<file path="src/rtl/tdm_pkg.sv">
// tdm_pkg: constants shared by the TDM slot multiplexer and its matching demux receiver.
// Holds the default channel count and data width, the filler word and the frame counter width.
package tdm_pkg;
    localparam int NUM_CH_DEF = 4;
    localparam int DATA_W_DEF = 8;
    localparam int FRAME_W = 8;
    localparam logic [63:0] FILL_WORD = '0;
endpackage

</file>
<file path="src/rtl/tdm_slot_mux_if.sv">
// tdm_slot_mux_if: channel-side and link-side beat signals of the TDM slot multiplexer.
// Ports: in_valid/in_data/in_ready per channel; out_valid/out_data/out_sel/out_fill/out_sof/out_ready on the link.
// Modports: master = producers plus downstream sink (testbench side); slave = the multiplexer.
interface tdm_slot_mux_if
    import tdm_pkg::*;
#(
    parameter int NUM_CH = NUM_CH_DEF,
    parameter int DATA_W = DATA_W_DEF,
    localparam int SEL_W = $clog2(NUM_CH)
);
    logic [NUM_CH-1:0] in_valid;
    logic [NUM_CH*DATA_W-1:0] in_data;
    logic [NUM_CH-1:0] in_ready;
    logic out_valid;
    logic [DATA_W-1:0] out_data;
    logic [SEL_W-1:0] out_sel;
    logic out_fill;
    logic out_sof;
    logic out_ready;

    modport master (
        output in_valid, in_data, out_ready,
        input in_ready, out_valid, out_data, out_sel, out_fill, out_sof
    );

    modport slave (
        input in_valid, in_data, out_ready,
        output in_ready, out_valid, out_data, out_sel, out_fill, out_sof
    );
endinterface

</file>
<file path="src/rtl/tdm_slot_ctr.sv">
// tdm_slot_ctr: modulo-N slot counter advancing on adv.
// Ports: clk, rst_n (sync, active-low), adv (advance), slot (current slot), wrap (slot is the last one, N-1).
module tdm_slot_ctr #(
    parameter int N = 4,
    localparam int SEL_W = $clog2(N)
) (
    input  logic             clk,
    input  logic             rst_n,
    input  logic             adv,
    output logic [SEL_W-1:0] slot,
    output logic             wrap
);
    assign wrap = slot == SEL_W'(N - 1);

    always_ff @(posedge clk) begin
        if (!rst_n)
            slot <= '0;
        else if (adv)
            slot <= wrap ? '0 : slot + 1'b1;
    end
endmodule

</file>
<file path="src/rtl/tdm_slot_mux.sv">
// tdm_slot_mux: fixed-slot TDM multiplexer; one beat per slot, filler when the slot's channel is idle.
// Ports: clk, rst_n (sync, active-low), en (slot engine enable), bus (channel and link signals),
// frame_cnt (completed frames, wraps 255->0).
module tdm_slot_mux
    import tdm_pkg::*;
#(
    parameter int NUM_CH = NUM_CH_DEF,
    parameter int DATA_W = DATA_W_DEF,
    localparam int SEL_W = $clog2(NUM_CH)
) (
    input  logic               clk,
    input  logic               rst_n,
    input  logic               en,
    tdm_slot_mux_if.slave      bus,
    output logic [FRAME_W-1:0] frame_cnt
);
    logic load;
    logic wrap;
    logic hit;
    logic [SEL_W-1:0] slot;
    logic [DATA_W-1:0] ch_data;

    // Gating with rst_n keeps in_ready low while reset is held.
    assign load = rst_n && en && (!bus.out_valid || bus.out_ready);
    assign hit = bus.in_valid[slot];
    assign ch_data = bus.in_data[slot*DATA_W +: DATA_W];

    tdm_slot_ctr #(.N(NUM_CH)) u_ctr (
        .clk  (clk),
        .rst_n(rst_n),
        .adv  (load),
        .slot (slot),
        .wrap (wrap)
    );

    always_comb begin
        bus.in_ready = '0;
        bus.in_ready[slot] = load;
    end

    always_ff @(posedge clk) begin
        if (!rst_n) begin
            bus.out_valid <= 1'b0;
            bus.out_data <= '0;
            bus.out_sel <= '0;
            bus.out_fill <= 1'b0;
            bus.out_sof <= 1'b0;
            frame_cnt <= '0;
        end else begin
            if (load) begin
                bus.out_valid <= 1'b1;
                bus.out_data <= hit ? ch_data : FILL_WORD[DATA_W-1:0];
                bus.out_sel <= slot;
                bus.out_fill <= !hit;
                bus.out_sof <= slot == '0;
            end else if (bus.out_ready) begin
                // Held beat drains while disabled; slot position is retained.
                bus.out_valid <= 1'b0;
            end
            if (load && wrap)
                frame_cnt <= frame_cnt + 1'b1;
        end
    end
endmodule

</file>
<file path="src/flat_wrapper.sv">
// flat-port wrapper written by rule: the top's interface ports become plain ports
module tdm_slot_mux_flat import tdm_pkg::*;
#(
    parameter int NUM_CH = NUM_CH_DEF,
    parameter int DATA_W = DATA_W_DEF,
    localparam int SEL_W = $clog2(NUM_CH)
)
  (clk, rst_n, en, frame_cnt, bus_in_valid, bus_in_data, bus_out_ready, bus_in_ready, bus_out_valid, bus_out_data, bus_out_sel, bus_out_fill, bus_out_sof);
  tdm_slot_mux_if #(.NUM_CH(NUM_CH), .DATA_W(DATA_W)) bus_i ();
  input  logic clk;
  input  logic rst_n;
  input  logic en;
  output logic [FRAME_W-1:0] frame_cnt;
  input wire logic [$bits(bus_i.in_valid)-1:0] bus_in_valid;
  input wire logic [$bits(bus_i.in_data)-1:0] bus_in_data;
  input wire logic [$bits(bus_i.out_ready)-1:0] bus_out_ready;
  output wire logic [$bits(bus_i.in_ready)-1:0] bus_in_ready;
  output wire logic [$bits(bus_i.out_valid)-1:0] bus_out_valid;
  output wire logic [$bits(bus_i.out_data)-1:0] bus_out_data;
  output wire logic [$bits(bus_i.out_sel)-1:0] bus_out_sel;
  output wire logic [$bits(bus_i.out_fill)-1:0] bus_out_fill;
  output wire logic [$bits(bus_i.out_sof)-1:0] bus_out_sof;
  assign bus_i.in_valid = bus_in_valid;
  assign bus_i.in_data = bus_in_data;
  assign bus_i.out_ready = bus_out_ready;
  assign bus_in_ready = bus_i.in_ready;
  assign bus_out_valid = bus_i.out_valid;
  assign bus_out_data = bus_i.out_data;
  assign bus_out_sel = bus_i.out_sel;
  assign bus_out_fill = bus_i.out_fill;
  assign bus_out_sof = bus_i.out_sof;
  tdm_slot_mux #(.NUM_CH(NUM_CH), .DATA_W(DATA_W)) u_core (.clk(clk), .rst_n(rst_n), .en(en), .bus(bus_i), .frame_cnt(frame_cnt));
endmodule
</file>
<file path="config.mk">
export PLATFORM = sky130hd
export DESIGN_NAME = tdm_slot_mux_flat
export DESIGN_NICKNAME = d
export VERILOG_FILES = /design/src/rtl/tdm_pkg.sv /design/src/rtl/tdm_slot_mux_if.sv /design/src/rtl/tdm_slot_ctr.sv /design/src/rtl/tdm_slot_mux.sv /design/src/flat_wrapper.sv
export SDC_FILE = /design/constraint.sdc
export NUM_CORES = 1
export LEC_CHECK = 0
export ABC_CLOCK_PERIOD_IN_PS = 1980
export BUFFER_PORTS_ARGS = -buffer_cell sky130_fd_sc_hd__buf_4
export CORE_MARGIN = 5
export CORE_UTILIZATION = 47
export CTS_BUF_LIST = sky130_fd_sc_hd__clkbuf_4
export DETAILED_ROUTE_END_ITERATION = 10
export PLACE_DENSITY = 0.85
export RECOVER_POWER = 100
export SLEW_MARGIN = 10
export SYNTH_ARGS = -nofsm -noshare
export SYNTH_HDL_FRONTEND = slang
export SYNTH_SLANG_ARGS = --single-unit
export TNS_END_PERCENT = 1
</file>
<file path="constraint.sdc">
create_clock -name clk -period 1.98 [get_ports clk]
set_input_delay 0.099 -clock clk [delete_from_list [all_inputs] [get_ports clk]]
set_output_delay 0.099 -clock clk [all_outputs]
set_load 0.005 [all_outputs]
</file>
==> results by group <==
Outcome
  – Status: finished, final reports clean

Worst setup path
  – CP arrival: between 1500 and 2000 ps
  – CP Data Required Time: 2190 ps
  – Worst Setup Start Kind: register
  – Reg2reg start: u_core.u_ctr.slot[0]
  – CP Max Fanout: 7
  – CP Cell Sequence: ha_1 > nand3_1 > nor4_1 > xor2_1 > and2_1
  – R2R depth: 5
  – CP top delay family: simple AND/OR/NAND/NOR gates
  – Crit path buf inv count: 0
  – Reg2Reg Setup Slack: 260 ps
  – CP max-delay cell: dfxtp_1
  – Reg-to-reg critical path endpoint: u_core.frame_cnt[6]
  – Crit end category: register
  – CP peak stage delay: around 450 ps
  – Setup CP Type: reg2reg

Logic synthesis
  – Post-synth top area share: 36.3%
  – Synth Cell Area: 0.00127 sq mm
  – Area leader, netlist: dfxtp_1
  – Sequential cell area fraction in the yosys report: between 30% and 40%
  – Synth area leaders: dfxtp_1, mux4_2, nand3_1
  – Syn Nets: roughly 170
  – Synth warn: 0
  – Syn Area/Cell: a little over 10 sq um
  – Post-synth EDFFs: 0
  – Syn Inst Count: roughly 130
  – Synth top cells by count: dfxtp_1, nand3_1, nand2_1
  – Register bit total from synthesis: 23
  – Asr flop ratio synth: 0%
  – Synth unique cells: 33
  – Top_reg_cell synth: dfxtp_1

Routing
  – Met2 wire len: around 1600 microns
  – DR vias/cell: around 5.4
  – Post-Route WL: roughly 3200 microns
  – DRC violations left: 0
  – DRT met1 WL: between 1000 and 1500 microns
  – Highest Signal Layer: met4
  – DRT Pass-1 Iters: 4
  – Vias: 1193
  – Per-cell routed wire length: about 14 microns
  – Metal3 WL: about 260 microns
  – DRT antenna net count: 0
  – DRT iter0 DRCs: 40

Final layout
  – Layout area overhead: 38.5%
  – Multi-input gate area: 732 sq um
  – Share of layout cells above drive strength 1: roughly two fifths
  – N_diodes: 0
  – Filler cell count: around 190
  – Layout net count: 236
  – Seq. cell area: 460 sq um

GRT
  – Pin count of the biggest net entering global routing: 27
  – Gr usage total: a little under a fifth
  – First-pass GRT wire length: about 5300 microns
  – Initial antenna violation count: 0
  – Grt total ovfl: 0
  – Vias in the first global route: between 1000 and 1500

Timing
  – Slew margin rel.: slightly below 70%
  – Final Hold Vio Count: 0
  – FMAX: between 0.5 and 0.6 GHz
  – Final setup margin: approximately 260 ps
  – Tcrit/Tclk final: roughly 87%
  – Actual slew at the worst max-slew pin: between 400 and 500 ps
  – Layout Skew: approximately 2.0 ps
  – Setup_tns: 0 ps
  – Setup Viol. Count Final: 0
  – Final min period: between 1500 and 2000 ps
  – RSZ-0062 raised after global routing: no
  – Slew Viols, Final: 0

Min path
  – Cells on Worst Hold Path: 2
  – WHS Endpoint: u_core.bus.out_valid
  – Hold Startpoint: en
  – Worst Hold Class: in2reg

Floorplanning
  – IO Pins: 65
  – Core area: about 0.0025 sq mm
  – Rows: 18
  – Initial Util: around 50%
  – Vert. Die Dim: approximately 62 microns
  – DIE AREA: roughly 0.0038 sq mm
  – Die Span X: around 62 microns

Clock network
  – Post-CTS Resized: 0
  – Worst-path clk slew: 120 ps
  – Clk sink count: 23
  – TritonCTS clock tree: done
  – Postcts setup bufs: 0
  – Clock root buffer: clkbuf_4
  – Clk_lat worst skew: roughly 300 ps
  – Total clock buffers created by CTS: 3
  – Clk buf depth: 2
  – Max H-tree Level: 1
  – CTS hold repair buffers: 0

Power and ir drop
  – Pwr dens: between 500 and 600 mW/mm^2
  – Total leakage power: 0.000826 uW
  – VDD IR max: 0.353 mV

Place
  – Port bufs: 64
  – Pre-CTS WS: approximately 380 ps
  – DPL Wire Length: between 2000 and 3000 microns
  – RePlAce Congestion: ~0.79

Job
  – Max cap viols: 0
[routing by layer]
layer,up-vias,track usage [%]
met2,53,34.6
met4,0,5.45
met5,-,0
met1,564,20.5
met3,2,3.10
li1,574,-
[through the flow]
| step | total power, uW | util (%) | hold WS, ps | std cells | area, sq um |
|---|---|---|---|---|---|
| after floorplan | 608 | - | 223 | 126 | 1270 |
| after global placement | 709 | 70.1 | 337 | 216 | 1770 |
| after detailed placement | 717 | 70.1 | 346 | 216 | 1770 |
| after CTS | 925 | 71.2 | 22.8 | 220 | 1800 |
| after global routing | 957 | 69.6 | 15.2 | 220 | 1760 |
| final | 906 | 69.6 | 30.1 | 220 | 1760 |
[cells by family after synthesis]
kind of cell	Yosys count	share of synthesized area, %
compound gates	8	4.14
xor+xnor	6	4.14
fa+ha+maj	5	4.93
buf+inv	11	4.34
flops	23	36.3
mux	10	17.4
simple gates	63	28.8
[cells in the final DEF, fill, tap and decap left out, drive strengths merged, types with 3 or more instances in the layout]
cell type and instances:
clkbuf 26, xor2 3, o21ai 3, nand3 24, and2 7, and3 3
a21boi 4, ha 5, buf 44, mux4 9, xnor2 3, nand2 19
inv 4, dfxtp 23
[final cells by class]
cell class / instances / share of cell area [%]
multi-input combinational: 92 / 41.7
timing repair buffer: 67 / 27.6
sequential: 23 / 26.2
tap: 30 / 2.14
clock buffer: 3 / 1.28
inverter: 4 / 0.855
clock inverter: 1 / 0.285
[flip-flops by register name, summed over array words and instances, names as in the netlist]
register and cells:
u_core.bus.out_fill 1, u_core.bus.out_sel 2, u_core.bus.out_data 8, u_core.frame_cnt 8, u_core.bus.out_valid 1, u_core.u_ctr.slot 2, u_core.bus.out_sof 1
[worst max path at each step]
stage	from	to	slack, ps	depth (start not counted)
finish	u_core.u_ctr.slot[0]	u_core.frame_cnt[6]	260	5
floorplan	u_core.u_ctr.slot[0]	u_core.frame_cnt[7]	520	5
detailed placement	u_core.u_ctr.slot[0]	u_core.bus.out_data[5]	380	4
global route	u_core.u_ctr.slot[0]	u_core.frame_cnt[6]	150	5
CTS	u_core.u_ctr.slot[0]	u_core.bus.out_data[5]	370	4
global placement	u_core.u_ctr.slot[0]	u_core.bus.out_data[6]	440	4
[power breakdown]
part | switching (uW) | internal [uW] | leakage [uW]
registers | 12.9 | 483 | 0.000187
clock network | 135 | 75.3 | 0.0000177
logic | 80.7 | 119 | 0.000621
No activity file was read; power rests on OpenSTA's default activity.
